File: config.mk
export PLATFORM = sky130hd
export DESIGN_NAME = imem_loader
export DESIGN_NICKNAME = d
export VERILOG_FILES = /design/src/rtl/imem_loader.sv
export SDC_FILE = /design/constraint.sdc
export NUM_CORES = 1
export LEC_CHECK = 0
export CORE_AREA = 4 4 133 135
export CTS_CLUSTER_DIAMETER = 80
export CTS_CLUSTER_SIZE = 16
export DETAILED_ROUTE_END_ITERATION = 16
export DIE_AREA = 0 0 137 139
export DONT_BUFFER_PORTS = 1
export GPL_ROUTABILITY_DRIVEN = 0
export GPL_TIMING_DRIVEN = 0
export PLACE_DENSITY = 0.79
export SETUP_SLACK_MARGIN = 0.15
export SLEW_MARGIN = 40
export SYNTH_ARGS = -nofsm -noshare
export SYNTH_HDL_FRONTEND = slang
export SYNTH_SLANG_ARGS = --single-unit
File: constraint.sdc
create_clock -name clk -period 2.7 [get_ports clk]
set_input_delay 0.27 -clock clk [delete_from_list [all_inputs] [get_ports clk]]
set_output_delay 0.27 -clock clk [all_outputs]
set_load 0.005 [all_outputs]
File: src/rtl/imem_loader.sv
// Instruction-memory loader: assembles a byte stream into 32-bit words, writes them
// to consecutive word addresses, then redirects the CPU to the load address.
module imem_loader #(
  parameter int BIG_END = 1,
  parameter int AW      = 32
) (
  input  logic          clk,
  input  logic          rst_n,
  input  logic          start,
  input  logic          abort,
  input  logic [AW-1:0] base_addr,
  input  logic [15:0]   num_words,
  input  logic          in_valid,
  input  logic [7:0]    in_data,
  output logic          in_ready,
  output logic          mem_we,
  output logic [AW-1:0] mem_addr,
  output logic [31:0]   mem_wdata,
  output logic          busy,
  output logic          INT,
  output logic [AW-1:0] entryPoint,
  output logic          done
);

  typedef enum logic [1:0] {
    S_IDLE    = 2'd0,
    S_COLLECT = 2'd1,
    S_WRITE   = 2'd2,
    S_LAUNCH  = 2'd3
  } state_t;

  state_t        state_q, state_d;
  logic [AW-1:0] base_q, base_d;
  logic [15:0]   num_q, num_d;
  logic [15:0]   idx_q, idx_d;
  logic [1:0]    bcnt_q, bcnt_d;
  logic [31:0]   word_q, word_d;
  logic          in_ready_q, in_ready_d;
  logic          mem_we_q, mem_we_d;
  logic [AW-1:0] mem_addr_q, mem_addr_d;
  logic [31:0]   mem_wdata_q, mem_wdata_d;
  logic          busy_q, busy_d;
  logic          int_q, int_d;
  logic [AW-1:0] entry_q, entry_d;
  logic          done_q, done_d;

  logic          xfer_s;
  logic [31:0]   shifted_s;

  // abort wins over a same-cycle byte, so the handshake must be masked combinationally
  assign xfer_s = in_ready_q & in_valid & ~abort;

  // Byte insertion according to the configured byte order
  always_comb begin
    if (BIG_END != 0) begin
      shifted_s = {word_q[23:0], in_data};
    end else begin
      shifted_s = {in_data, word_q[31:8]};
    end
  end

  // Next-state and next-output logic
  always_comb begin
    state_d     = state_q;
    base_d      = base_q;
    num_d       = num_q;
    idx_d       = idx_q;
    bcnt_d      = bcnt_q;
    word_d      = word_q;
    mem_addr_d  = mem_addr_q;
    mem_wdata_d = mem_wdata_q;
    entry_d     = entry_q;
    mem_we_d    = 1'b0;
    int_d       = 1'b0;
    done_d      = 1'b0;

    case (state_q)
      S_IDLE: begin
        if (start) begin
          if (num_words != 16'd0) begin
            base_d  = base_addr & ~(AW'(32'd3));
            num_d   = num_words;
            idx_d   = 16'd0;
            bcnt_d  = 2'd0;
            word_d  = 32'd0;
            state_d = S_COLLECT;
          end else begin
            done_d = 1'b1;
          end
        end else begin
          state_d = S_IDLE;
        end
      end
      S_COLLECT: begin
        if (abort) begin
          state_d = S_IDLE;
        end else if (xfer_s) begin
          word_d = shifted_s;
          bcnt_d = bcnt_q + 2'd1;
          if (bcnt_q == 2'd3) begin
            state_d     = S_WRITE;
            mem_we_d    = 1'b1;
            mem_addr_d  = base_q + AW'({idx_q, 2'b00});
            mem_wdata_d = shifted_s;
          end else begin
            state_d = S_COLLECT;
          end
        end else begin
          state_d = S_COLLECT;
        end
      end
      S_WRITE: begin
        if (abort) begin
          state_d = S_IDLE;
        end else begin
          idx_d = idx_q + 16'd1;
          if ((idx_q + 16'd1) == num_q) begin
            state_d = S_LAUNCH;
            int_d   = 1'b1;
            done_d  = 1'b1;
            entry_d = base_q;
          end else begin
            state_d = S_COLLECT;
          end
        end
      end
      S_LAUNCH: begin
        state_d = S_IDLE;
      end
      default: begin
        state_d = S_IDLE;
      end
    endcase

    // Outputs are registered, so they are derived from the state being entered
    in_ready_d = (state_d == S_COLLECT);
    busy_d     = (state_d != S_IDLE);
  end

  // State and output registers
  always_ff @(posedge clk or negedge rst_n) begin
    if (!rst_n) begin
      state_q     <= S_IDLE;
      base_q      <= '0;
      num_q       <= 16'd0;
      idx_q       <= 16'd0;
      bcnt_q      <= 2'd0;
      word_q      <= 32'd0;
      in_ready_q  <= 1'b0;
      mem_we_q    <= 1'b0;
      mem_addr_q  <= '0;
      mem_wdata_q <= 32'd0;
      busy_q      <= 1'b0;
      int_q       <= 1'b0;
      entry_q     <= '0;
      done_q      <= 1'b0;
    end else begin
      state_q     <= state_d;
      base_q      <= base_d;
      num_q       <= num_d;
      idx_q       <= idx_d;
      bcnt_q      <= bcnt_d;
      word_q      <= word_d;
      in_ready_q  <= in_ready_d;
      mem_we_q    <= mem_we_d;
      mem_addr_q  <= mem_addr_d;
      mem_wdata_q <= mem_wdata_d;
      busy_q      <= busy_d;
      int_q       <= int_d;
      entry_q     <= entry_d;
      done_q      <= done_d;
    end
  end

  assign in_ready   = in_ready_q & ~abort;
  assign mem_we     = mem_we_q;
  assign mem_addr   = mem_addr_q;
  assign mem_wdata  = mem_wdata_q;
  assign busy       = busy_q;
  assign INT        = int_q;
  assign entryPoint = entry_q;
  assign done       = done_q;

endmodule

# --- Word-level counts from Yosys, hierarchy flattened ---
# Index checks and enable logic that the tools add are counted.
word_totals:
  input_bits: 61
  word_cells: 74
  ff_bits: 189
  output_inout_bits: 101
classes:
  n_addsub: 3
  bitwise: 4
  eq_ne: 11
  n_mux: 32
  reduce_logical: 10
op_table:
  columns: ["op", "n"]
  rows:
  - ["2-to-1 mux 24 bit", 4]
  - ["2-to-1 mux 16 bit", 3]
  - ["one-hot mux 24 bit (2 select lines)", 1]
  - ["adder 32 x 18 -> 32 bit", 1]
  - ["one-hot mux 16 bit (2 select lines)", 1]
  - ["2-to-1 mux 2 bit", 11]
  - ["adder 16 x 1 -> 16 bit, second input constant", 1]
  - ["== test 16 bit", 1]
  - ["nonzero test 16 bit", 1]
  - ["inequality test 2 bit, second input constant", 5]
  - ["2-to-1 mux 1 bit", 9]
  - ["one-hot mux 2 bit (4 select lines)", 1]
  - ["AND reduction 4 bit", 2]
  - ["== test 2 bit, second input constant", 3]
  - ["AND reduction 3 bit", 2]
  - ["nonzero test 2 bit", 3]
  - ["AND reduction 5 bit", 1]
  - ["== test 2 x 1 -> 1 bit, second input constant", 2]
  - ["one-hot mux 2 bit (2 select lines)", 1]
  - ["AND 1 bit", 3]
  - ["adder 2 x 1 -> 2 bit, second input constant", 1]
  - ["logical NOT 2 bit", 1]
  - ["one-hot mux 1 bit (2 select lines)", 1]
  - ["NOT 1 bit", 1]

# --- Logic depth before layout (Yosys ltp) ---
depth:
  ltp_word: 6
  mapped_depth: 10
  depth_no_buf: 10

# --- Worst setup path before layout ---
# Ideal clock, no wire load.
synth_timing:
  kind: "reg-to-reg"
  startpoint: "reg idx_q[0]"
  endpoint: "reg entry_q[10], in the netlist entryPoint[10]"
  slack_ns: 0.246
  arrival_ns: 2.329
  synth_period_minus_slack_ns: 2.454
  setup_ns: 0.125
  n_path_buf: 2
  path_stages_with_launch: 11
  required_ns: 2.575
  path_cell_list: "dfrtp_1 -> ha_1 -> and4_1 -> and3_2 -> clkbuf_1 -> nor4b_1 -> a31oi_1 -> nand3_1 -> nand4_4 -> buf_12 -> mux2_4"
synth_between:
  elab_chain_len: 3
synth_lines:
  columns: ["item", "line_no", "rtl"]
  rows:
  - ["start: declaration", "35", "logic [15:0] idx_q, idx_d;"]
  - ["start signal: assignment", "161", "idx_q <= idx_d;"]
  - ["adder 16 x 1 -> 16 bit", "117", "if ((idx_q + 16'd1) == num_q) begin"]
  - ["== test 16 bit", "117", null]
  - ["AND reduction 3 bit (no source line)", null, null]
  - ["end signal: assignment", "170", "entry_q <= entry_d;"]
  - ["end: declaration", "44", "logic [AW-1:0] entry_q, entry_d;"]
# No other way between the ends.
# A chain may end at the register's enable or synchronous reset.

# --- Final worst setup path ---
layout_timing:
  startpoint: "reg idx_q[1]"
  endpoint: "reg entry_q[15], in the netlist entryPoint[15]"
# Same word-level chain as after synthesis.

==> results.md <==
* Average wire per cell in the routed design at between 15 and 20 um
* Finish-stage setup viols at 0
* Number of placed instances, taps included at 1018
* Max Slew Vio Count at 0
* Post-layout instance count excluding filler cells at roughly 1100
* Switching Share at 0.278
* Start-to-end type of the worst setup path: flop to flop
* Delay of the slowest cell on the worst path at ~0.47 ns
* First drt pass iteration count at 5
* Final setup skew at approximately 0.013 ns
* Total negative slack at 0 ns
* TritonCTS buffer count at 17
* Internal power at roughly 5 mW
* Most common cell after layout, fill and taps aside: sky130_fd_sc_hd__dfrtp_1
* Unrepaired setup endpoints after global routing: true
* Signed area change from the synthesized netlist to the final layout at 20.7%
* Element type at the critical path start: flop
* CTS Sinks at 187
* Largest fanout on the critical path at 6
* Failing checks: hold timing
* Required time at the endpoint of the critical path at roughly 3.0 ns
* Total inserted antenna cells at 0
* Share of layout cells above drive strength 1 at 0.262
* Outcome: finished, violations left
* Total power density per cell area at 624 nW/um2
* Via Count at 6644
* Overall routed net length at 22000 um
* CTS Root Cell: sky130_fd_sc_hd__clkbuf_16
* CTS clk-pin slew, worst paths at 0.07 ns
* Netlist cell types at 66
* Via count of the first global-routing pass at roughly 6700
* Share of total power in the clock network at 0.359
* Placement row count at between 40 and 50
* Placed wire-length estimate after detailed placement at 15200 um
* Final-report hold violation count at 187
* Number of buffer cells added on primary ports at 0
* Post-Synthesis Mean Instance Area at ~11 um2
* Die width at 137 um
* Total net switching power at 1.88 mW
* Total of flip-flops plus latches after synthesis at 187
* Worst reg2reg setup slack at 0.06 ns
* Reg-to-Reg Start: idx_q[1]
* Minimum hold slack at -0.467 ns
* Slew at the pin with the worst max-slew slack at 0.720 ns
* Routed Antenna Nets at 0
* Routed length on met3 at 1740 um
* Global-route wire length before repair at 34600 um
* IO Count at 162
* Routed metal-1 wirelength at 9250 um
* Via density per instance at 5.88
* Post-layout minimum cycle time at 2.64 ns
* Slew Limit Headroom at 0.520
* Crit path launch: idx_q[1]
* Most common flop cell mapped by yosys: sky130_fd_sc_hd__dfrtp_1
* Final WS setup at 0.0582 ns
* Max Buffers Root-to-Sink at 2
* Gate power share at 0.140
* Library cell contributing the largest single delay on the critical path: sky130_fd_sc_hd__dfrtp_2
* Iteration-0 DRC count of the detailed router at ~540
* Die height at approximately 140 um
* Source-to-sink clock delay at the later pin of the worst-skew pair at 0.43 ns
* Post-Synthesis Cell Area at 9010 um2
* Synthesis Warnings at 0
* Worst ir drop on vdd at 0.436 mV
* Maximum clock rate at 379 MHz
* R2R depth at 10
* Path category of the worst min-delay check: primary input to asynchronous set/reset pin
* Top layer in use: met4
* Number of H-tree branching levels at 4
* Asr flop ratio synth at 1.00
* Starting utilization of the core area at 0.547
* Endpoint kind of the worst setup timing path: flop
* Post-synth EDFFs at 0
* Sequential group share of total power at 0.501
* GRT Total Usage at 0.231
* WP data arrival at 2.95 ns
* Count of hold-fix buffers inserted at cts at 55
* Total global routing overflow at 0
* Static leakage at 5.13 nW
* Critical Path, Cell by Cell: ha_4, and4_4, nand2_1, xnor2_2, and4_1, and4bb_4, nand4_4, buf_12, buf_16, mux2_4
* Leading cell types in the layout, fill and taps excluded: 177 x sky130_fd_sc_hd__dfrtp_1, 115 x sky130_fd_sc_hd__nand2_1, 80 x sky130_fd_sc_hd__mux2_2
* Register area share after synthesis at 0.520
* Die footprint at 19000 um2
* Core outline area at 16500 um2
* # Max-Cap Violations at 0
* Critical register-to-register path endpoint: entryPoint[15]
* Final worst-path cycle share at 0.978
* Count of unresolved DRC violations after routing at 0
* Number of antenna violations at the first check in global routing at 0
* Synthesized instance count at 795
* Number of nets in the layout at 976
* Setup Slack @ Placement at -0.188 ns
* Pin count of the biggest net entering global routing at 188
* Metal2 WL at 10600 um
* CTS tree: yes
-- flip-flops by register name, summed over array words and instances, names as in the netlist --
register / count
mem_wdata: 32
base_q: 30
entryPoint: 30
mem_addr: 30
word_q: 24
idx_q: 16
num_q: 16
bcnt_q: 2
state_q: 2
INT: 1
busy: 1
done: 1
in_ready_q: 1
mem_we: 1
-- power by group through the flow --
stage               clock network [mW]  registers, mW  logic, mW
finish                            2.43           3.40      0.950
global placement                     0           3.42      0.798
detailed placement                   0           3.44      0.831
global route                      2.59           3.44       1.06
floorplan                            0           3.33      0.698
CTS                               2.48           3.39      0.918
-- cells in the mapped netlist (3+ instances only) --
library cell                number  area, um2
sky130_fd_sc_hd__dfrtp_1       187       4680
sky130_fd_sc_hd__nand2_1       115        432
sky130_fd_sc_hd__mux2_2         81        912
sky130_fd_sc_hd__o21ai_0        52        260
sky130_fd_sc_hd__nand3_1        41        205
sky130_fd_sc_hd__nor2_1         29        109
sky130_fd_sc_hd__clkbuf_1       28        105
sky130_fd_sc_hd__mux2_4         28        420
sky130_fd_sc_hd__xnor2_1        24        210
sky130_fd_sc_hd__a21oi_1        22        110
sky130_fd_sc_hd__xor2_1         20        175
sky130_fd_sc_hd__ha_1           18        225
sky130_fd_sc_hd__inv_1           9       33.8
sky130_fd_sc_hd__o31ai_1         9       67.6
sky130_fd_sc_hd__a21o_1          8       60.1
sky130_fd_sc_hd__buf_4           8       60.1
sky130_fd_sc_hd__nor3_1          8       40.0
sky130_fd_sc_hd__nor2b_1         7       43.8
sky130_fd_sc_hd__o21a_1          6       45.0
sky130_fd_sc_hd__nand4_1         5       31.3
sky130_fd_sc_hd__nor4_1          5       31.3
sky130_fd_sc_hd__o2111ai_1       5       43.8
sky130_fd_sc_hd__a31oi_1         4       25.0
sky130_fd_sc_hd__nor4b_1         4       35.0
sky130_fd_sc_hd__o21ai_1         4       20.0
sky130_fd_sc_hd__o21bai_1        4       30.0
sky130_fd_sc_hd__a211oi_1        3       22.5
sky130_fd_sc_hd__and3_1          3       18.8
sky130_fd_sc_hd__and4_1          3       26.3
sky130_fd_sc_hd__buf_1           3       11.3
sky130_fd_sc_hd__buf_12          3       60.1
sky130_fd_sc_hd__nor3b_1         3       22.5
sky130_fd_sc_hd__o22ai_1         3       18.8
-- worst max-delay path: cells and delay by family (launching register included) --
family	cells	cell delay (ns)
simple gates	5	1.02
flops	1	0.47
buf+inv	2	0.33
mux	1	0.29
fa+ha+maj	1	0.21
xor+xnor	1	0.20
-- routing by layer --
metal	track usage	vias to the layer above
li1	-	3029
met1	0.306	3318
met2	0.368	267
met3	0.0613	30
met4	0.0762	0
met5	0	-
-- per-stage QoR --
stage	hold slack, ns	cell area [um2]	power [mW]	util
2_1_floorplan	-0.0256	9020	4.02	-
3_3_place_gp	-0.0185	9290	4.22	0.564
3_5_place_dp	-0.0185	9290	4.28	0.564
4_1_cts	-0.484	10700	6.79	0.648
5_1_grt	-0.495	10900	7.10	0.660
6_report	-0.467	10900	6.78	0.660
-- area by class of cell --
class	instances	area, um2
clock buffers	18	439
fillers	1227	5600
multi-input cells	560	4260
well taps	220	275
clock inverters	14	135
plain buffers	41	251
flip-flops and latches	187	4690
repair buffers	80	782
inverters	9	33.8
-- worst max-delay path by stage --
stage          cells after the start  slack, ns              to
2_1_floorplan                     10       0.25  entryPoint[10]
3_3_place_gp                       6      -0.17      base_q[10]
3_5_place_dp                       8      -0.19    mem_addr[21]
4_1_cts                            9       0.11  entryPoint[29]
5_1_grt                           10       0.01  entryPoint[28]
6_report                          10       0.06  entryPoint[15]
-- cell families (layout without fill, tap and decap cells) --
logic type | Yosys count | count (layout) | synth area share
AOI/OAI and AO/OA | 139 | 139 | 0.0974
muxes | 112 | 112 | 0.153
xor gates and xnor gates | 44 | 44 | 0.0428
buffers and inverters | 51 | 162 | 0.0300
DFF | 187 | 187 | 0.520
adders and majority gates | 19 | 19 | 0.0272
and+or+nand+nor | 242 | 242 | 0.130
other | 1 | 4 | 0.000416
-- timing repair --
item,4_1_cts,5_1_grt
gates cloned,1,0
setup endpoints to repair,75,101
gates resized for setup,30,38
buffers inserted,16,8
pin swaps,5,16
endpoints found under the hold margin,250,187
Power figures use the tool's default switching activity.
==> variant 1, RTL diff (same settings) <==
Set the parameter `AW` to 16 (it was 32).
--- a/src/rtl/imem_loader.sv
+++ b/src/rtl/imem_loader.sv
@@ -2,7 +2,7 @@
 // to consecutive word addresses, then redirects the CPU to the load address.
 module imem_loader #(
   parameter int BIG_END = 1,
-  parameter int AW      = 32
+  parameter int AW      = 16
 ) (
   input  logic          clk,
   input  logic          rst_n,
Interface: changed (resized base_addr, entryPoint and mem_addr); port bits go from 162 to 114. No check against the original RTL was run, so the function may have changed too.
==> variant 1 against the original RTL <==
The flow still finishes with violations (negative hold slack). Sequential cell count down 48. Design area down 23%. Combinational power down 31%. Highest routed layer unchanged. Power down 19%. Wire length down 24%. Synthesized area down 25%. Largest cell class unchanged. Setup slack better by 0.078 ns. Final cell count down 13%.
==> variant 1: results (changes against the original RTL) <==
- The global-route wire length before repair came to 26100 microns (was 34600 microns).
- The worst setup slack for register-to-register paths is 0.14 ns (was 0.06 ns).
- The hold violation count in the final report is 139 (was 187).
- The placed cell count came to 898 (was 1018).
- The average size of a mapped cell is 10.0 sq um (was 11.3 sq um).
- Violated checks: negative hold slack (unchanged).
- The final worst hold slack is -0.477 ns (was -0.467 ns).
- The wire length after detailed routing is 16800 microns (was 22000 microns).
- Largest cells by area after synthesis: sky130_fd_sc_hd__dfrtp_1, sky130_fd_sc_hd__nand2_1, sky130_fd_sc_hd__mux2_2 (was sky130_fd_sc_hd__dfrtp_1, sky130_fd_sc_hd__mux2_2, sky130_fd_sc_hd__nand2_1).
- The top flip-flop cell by instance count after synthesis is sky130_fd_sc_hd__dfrtp_1 (unchanged).
- The detailed-placement wirelength estimate is 11600 microns (was 15200 microns).
- The leakage power total is 0.00398 uW (was 0.00513 uW).
- The number of buffers added on ports is 0 (unchanged).
- The highest ir drop seen on vdd was 0.531 mV (was 0.436 mV).
- Most frequent cells after synthesis: sky130_fd_sc_hd__nand2_1, sky130_fd_sc_hd__dfrtp_1, sky130_fd_sc_hd__o21ai_0 (was sky130_fd_sc_hd__dfrtp_1, sky130_fd_sc_hd__nand2_1, sky130_fd_sc_hd__mux2_2).
- The total routed wire length on the met1 layer is 7080 microns (was 9250 microns).
- The most frequent standard cell in the layout excluding fill and tap cells is sky130_fd_sc_hd__nand2_1 (was sky130_fd_sc_hd__dfrtp_1).
- The net total in the final layout was 813 (was 976).
- The XOR/XNOR share of the synthesized area was 3.44% (was 4.28%).
- The largest net degree at the start of global routing is 140 (was 188).
- The count of routing violations after the opening detailed-route iteration is 338 (was 541).
- The count of fill cells added during filler insertion is 1456 (was 1227).
- The average vias per placed instance is 5.28 (was 5.88).
- The worst-case headroom to the max-slew limit is 51.7% (was 52.0%).
- The clock root buffer is sky130_fd_sc_hd__clkbuf_16 (unchanged).
- The compound-gate portion of the synthesized area came to 10.1% (was 9.74%).
- The number of global-route vias before repair is 5124 (was 6685).
- The highest fanout seen on the critical path is 7 (was 6).
- The fraction of final layout cells sized beyond drive strength 1 is 18.2% (was 26.2%).
- The adder and majority cell fraction of the synthesized area came to 3.07% (was 2.72%).
- The combined global-route utilization of all metal layers is 17.5% (was 23.1%).
- The critical path data arrival time is 2.88 ns (was 2.95 ns).
- The multiplexer share of the synthesized area is 8.12% (was 15.3%).
- Status: finished, violations left (unchanged).
- The hold buffer count at cts is 38 (was 55).
- The detailed route wirelength on metal2 is 7940 microns (was 10600 microns).
- The worst clock skew on the final layout was 0.0115 ns (was 0.0130 ns).
- The length of routed met3 wiring is 1310 microns (was 1740 microns).
- The final cell count without fillers came to 985 (was 1129).
- The register area share after synthesis is 51.4% (was 52.0%).
-- variant 1: cell type report --
cell class | count | area, sq um | share of cell area, %
sequential | 139 | 3480 | 41.8
tap | 220 | 275 | 3.31
multi-input combinational | 488 | 3140 | 37.7
clock inverter | 15 | 199 | 2.39
clock buffer | 17 | 425 | 5.11
buffer | 39 | 236 | 2.84
inverter | 12 | 45.0 | 0.541
timing repair buffer | 55 | 529 | 6.36
-- variant 1: worst max-delay path, stage by stage, from the launching register on --
cell	delay [ns]
sky130_fd_sc_hd__dfrtp_2	0.41
sky130_fd_sc_hd__buf_4	0.17
sky130_fd_sc_hd__nand4_4	0.17
sky130_fd_sc_hd__nor4_4	0.42
sky130_fd_sc_hd__mux2i_1	0.31
sky130_fd_sc_hd__o2111a_1	0.28
sky130_fd_sc_hd__nand4b_4	0.18
sky130_fd_sc_hd__buf_12	0.20
sky130_fd_sc_hd__mux2_4	0.29
-- variant 1: path summary, 6_finish.rpt --
path / startpoint / endpoint / depth (start not counted)
min: rst_n / mem_wdata[20] / 0
max reg2reg: idx_q[0] / entryPoint[10] / 8
min reg2reg: word_q[23] / word_q[23] / 2
min in group clk: abort / state_q[0] / 2
max: idx_q[0] / entryPoint[10] / 8
max in group asynchronous: rst_n / mem_addr[11] / 0
-- variant 1: per-stage QoR --
step                power [uW]  hold slack [ns]  setup slack, ns  instance area [sq um]
finish                    5510           -0.477            0.136                   8330
floorplan                 2870          -0.0256            0.163                   6780
detailed placement        3020          -0.0227           -0.282                   7060
global placement          2990          -0.0217           -0.259                   7060
CTS                       5510           -0.487            0.133                   8130
global route              5720           -0.493           0.0400                   8330
-- variant 1: report_power, final --
part	leakage, uW	internal [uW]	switching (uW)
sequential	0.00185	2260	159
combinational	0.00182	331	328
clock	0.000306	1410	1020
-- variant 1: repair_timing --
item	4_1_cts	5_1_grt
gates cloned	0	1
pin swaps	2	10
endpoints found under the setup margin	17	27
buffers inserted	6	10
hold endpoints to repair	185	139
resized for setup	6	32
-- variant 1: cells by family after synthesis --
group,Yosys count
flops,139
mux,47
xor+xnor,25
compound gates,106
buf+inv,51
fa+ha+maj,16
simple gates,290
other cells,1
-- variant 1: metal layers --
layer / vias to the layer above / GRT usage [%]
met5: - / 0
met4: 0 / 7.09
li1: 2495 / -
met1: 2504 / 22.3
met3: 35 / 6.13
met2: 168 / 27.0
==> variant 2, RTL diff (config.mk and constraints unchanged) <==
Made on the original files. Make the reset (`rst_n`) synchronous in one clocked block.
--- a/src/rtl/imem_loader.sv
+++ b/src/rtl/imem_loader.sv
@@ -138,7 +138,7 @@
   end
 
   // State and output registers
-  always_ff @(posedge clk or negedge rst_n) begin
+  always_ff @(posedge clk) begin
     if (!rst_n) begin
       state_q     <= S_IDLE;
       base_q      <= '0;
Check against the original RTL: differs if rst_n is asserted again (counterexample within 4 cycles, from zero or initial values and one cycle with rst_n low); with rst_n held inactive, the same outputs for 4 cycles.
==> variant 2 against the original RTL <==
The flow finishes with violations (negative setup slack). Wire length is 23% higher. Synthesized area down 5.3%. Core utilization is 1.3 points lower. Largest cell class is now multi-input gates. Critical path depth is 2 lower. Clock skew decreased by 0.0041 ns. Sequential cell count unchanged. Design area down 2.0%. First-iteration DRC count rose by 98%. Power shrank 12%. Critical path type unchanged. Combinational power down 47%. Sequential share of layout area down 7.7 points. Setup slack worse by 0.075 ns.
==> variant 2: results (changes against the original RTL) <==
- The worst hold path begins at abort.
- The number of buffers added on ports came to 0 (unchanged).
- The register area share after synthesis came to 43.9% (was 52.0%).
- The antenna diode count is 0 (unchanged).
- Violated checks: negative setup slack (was negative hold slack).
- Largest cells by area after synthesis: sky130_fd_sc_hd__dfxtp_1, sky130_fd_sc_hd__a21oi_1, sky130_fd_sc_hd__nand2_1 (was sky130_fd_sc_hd__dfrtp_1, sky130_fd_sc_hd__mux2_2, sky130_fd_sc_hd__nand2_1).
- The count of routing violations after the opening detailed-route iteration is 1073 (was 541).
- The first element of the critical path is idx_q[0] (was idx_q[1]).
- The number of setup violations in the final report came to 2 (was 0).
- The placed cell count was 1309 (was 1018).
- The routed length per instance is 19.1 microns (was 19.5 microns).
- The leakage power total came to 0.00379 uW (was 0.00513 uW).
- The highest fanout seen on the critical path came to 7 (was 6).
- The number of iterations in the first detailed-routing pass is 6 (was 5).
- The fraction of final layout cells sized beyond drive strength 1 is 13.9% (was 26.2%).
- The average size of a mapped cell was 7.85 sq um (was 11.3 sq um).
- The combined global-route utilization of all metal layers came to 26.6% (was 23.1%).
- The post-synthesis cell type count is 63 (was 66).
- The CTS H-tree depth came to 4 (unchanged).
- The wire length after detailed routing came to 27100 microns (was 22000 microns).
- The worst hold path class is input port to flop (was input port to asynchronous set/reset pin).
- The largest net degree at the start of global routing is 20 (was 188).
- The worst-case headroom to the max-slew limit is 52.6% (was 52.0%).
- Most frequent cells after synthesis: sky130_fd_sc_hd__nand2_1, sky130_fd_sc_hd__dfxtp_1, sky130_fd_sc_hd__a21oi_1 (was sky130_fd_sc_hd__dfrtp_1, sky130_fd_sc_hd__nand2_1, sky130_fd_sc_hd__mux2_2).
- The reg-to-reg startpoint is idx_q[0] (was idx_q[1]).
- The number of flip-flops under the largest register name is 32 (unchanged).
- The average vias per placed instance came to 6.04 (was 5.88).
- The number of synthesis warnings came to 0 (unchanged).
- The number of global-route vias before repair is 7726 (was 6685).
- The clock reaches the later pin of the worst-skew pair after 0.44 ns.
- The global-route wire length before repair is 40500 microns (was 34600 microns).
- The delay of the slowest cell on the worst path is 0.56 ns (was 0.47 ns).
- Status: finished, violations left (unchanged).
- The setup slack of the critical path after layout is -0.0166 ns (was 0.0582 ns).
- The number of antenna-violating nets in the routed design is 0 (unchanged).
- The number of antenna violations at the first check in global routing is 0 (unchanged).
- The post-synthesis async set-or-reset flop share is 0% (was 100%).
- The cell with the biggest individual delay on the critical path is sky130_fd_sc_hd__or4_4 (was sky130_fd_sc_hd__dfrtp_2).
- The total negative setup slack is -0.0229 ns (was 0 ns).
- The worst clock skew on the final layout is 0.00890 ns (was 0.0130 ns).
- The highest ir drop seen on vdd is 0.447 mV (was 0.436 mV).
- The count of fill cells added during filler insertion was 1331 (was 1227).
- The switching part of the total was 27.0% (was 27.8%).
- The clock root buffer is sky130_fd_sc_hd__clkbuf_16 (unchanged).
- The number of buffers created by CTS was 17 (unchanged).
- The detailed-placement wirelength estimate is 18600 microns (was 15200 microns).
- The clock transition at the registers of the reported paths is 0.08 ns.
- The buffer levels on the longest clock path is 2 (unchanged).
-- variant 2: power by group through the flow --
| stage | Combinational (uW) | Sequential, uW | Clock, uW |
|---|---|---|---|
| 2_1_floorplan | 274 | 2900 | 0 |
| 3_3_place_gp | 370 | 2920 | 0 |
| 3_5_place_dp | 376 | 2920 | 0 |
| 4_1_cts | 464 | 2860 | 2590 |
| 5_1_grt | 542 | 2860 | 2710 |
| 6_report | 501 | 2860 | 2590 |
-- variant 2: kinds of logic (layout without fill, tap and decap cells) --
logic type	count (synthesis)	in the layout	synth area share [%]
fa+ha+maj	19	19	2.88
xor+xnor	31	31	3.18
simple gates	440	440	24.4
mux	5	5	0.616
other cells	1	4	0.0440
buf+inv	95	205	4.87
compound gates	308	308	20.2
flops	187	187	43.9
-- variant 2: area by class of cell --
| cell class | count | area [sq um] | area share [%] |
|---|---|---|---|
| buffer | 85 | 460 | 4.32 |
| sequential | 187 | 3770 | 35.4 |
| timing repair buffer | 78 | 739 | 6.94 |
| clock buffer | 18 | 439 | 4.12 |
| clock inverter | 14 | 173 | 1.62 |
| inverter | 10 | 37.5 | 0.352 |
| multi-input combinational | 807 | 4750 | 44.6 |
| tap | 220 | 275 | 2.58 |
-- variant 2: metrics by stage --
stage | area, sq um | setup WS (ns)
6_report | 10600 | -0.0166
5_1_grt | 10600 | -0.0284
3_3_place_gp | 8820 | -0.455
2_1_floorplan | 8550 | 0.173
4_1_cts | 10300 | 0.0859
3_5_place_dp | 8830 | -0.505
-- variant 2: final timing paths --
check	endpoint	slack (ns)	depth (start not counted)
max reg2reg	entryPoint[27]	-0.02	8
min	state_q[0]	0.09	3
max	entryPoint[27]	-0.02	8
min reg2reg	mem_wdata[30]	0.47	2
-- variant 2: per-layer routing --
metal	vias to the layer above	GRT usage, %	wire (microns)
met4	0	10.6	1030
li1	3997	-	-
met3	90	7.40	2790
met2	470	41.0	12400
met5	-	0	0
met1	4020	35.2	10900
-- variant 2: repair_timing --
action	CTS	global route
resized for setup	63	76
pin swaps	4	9
setup buffers	9	10
setup endpoints to repair	51	53
endpoints found under the hold margin	62	0
hold buffers	54	0
gates cloned	2	3
-- variant 2: worst max-delay path: cells and delay by family, from the launching register on --
kind                   cells  cell delay [ns]
AND/OR/NAND/NOR            4             1.18
AO/OA/AOI/OAI              2             0.53
flip-flops                 1             0.41
multiplexers               1             0.35
buffers and inverters      1             0.17
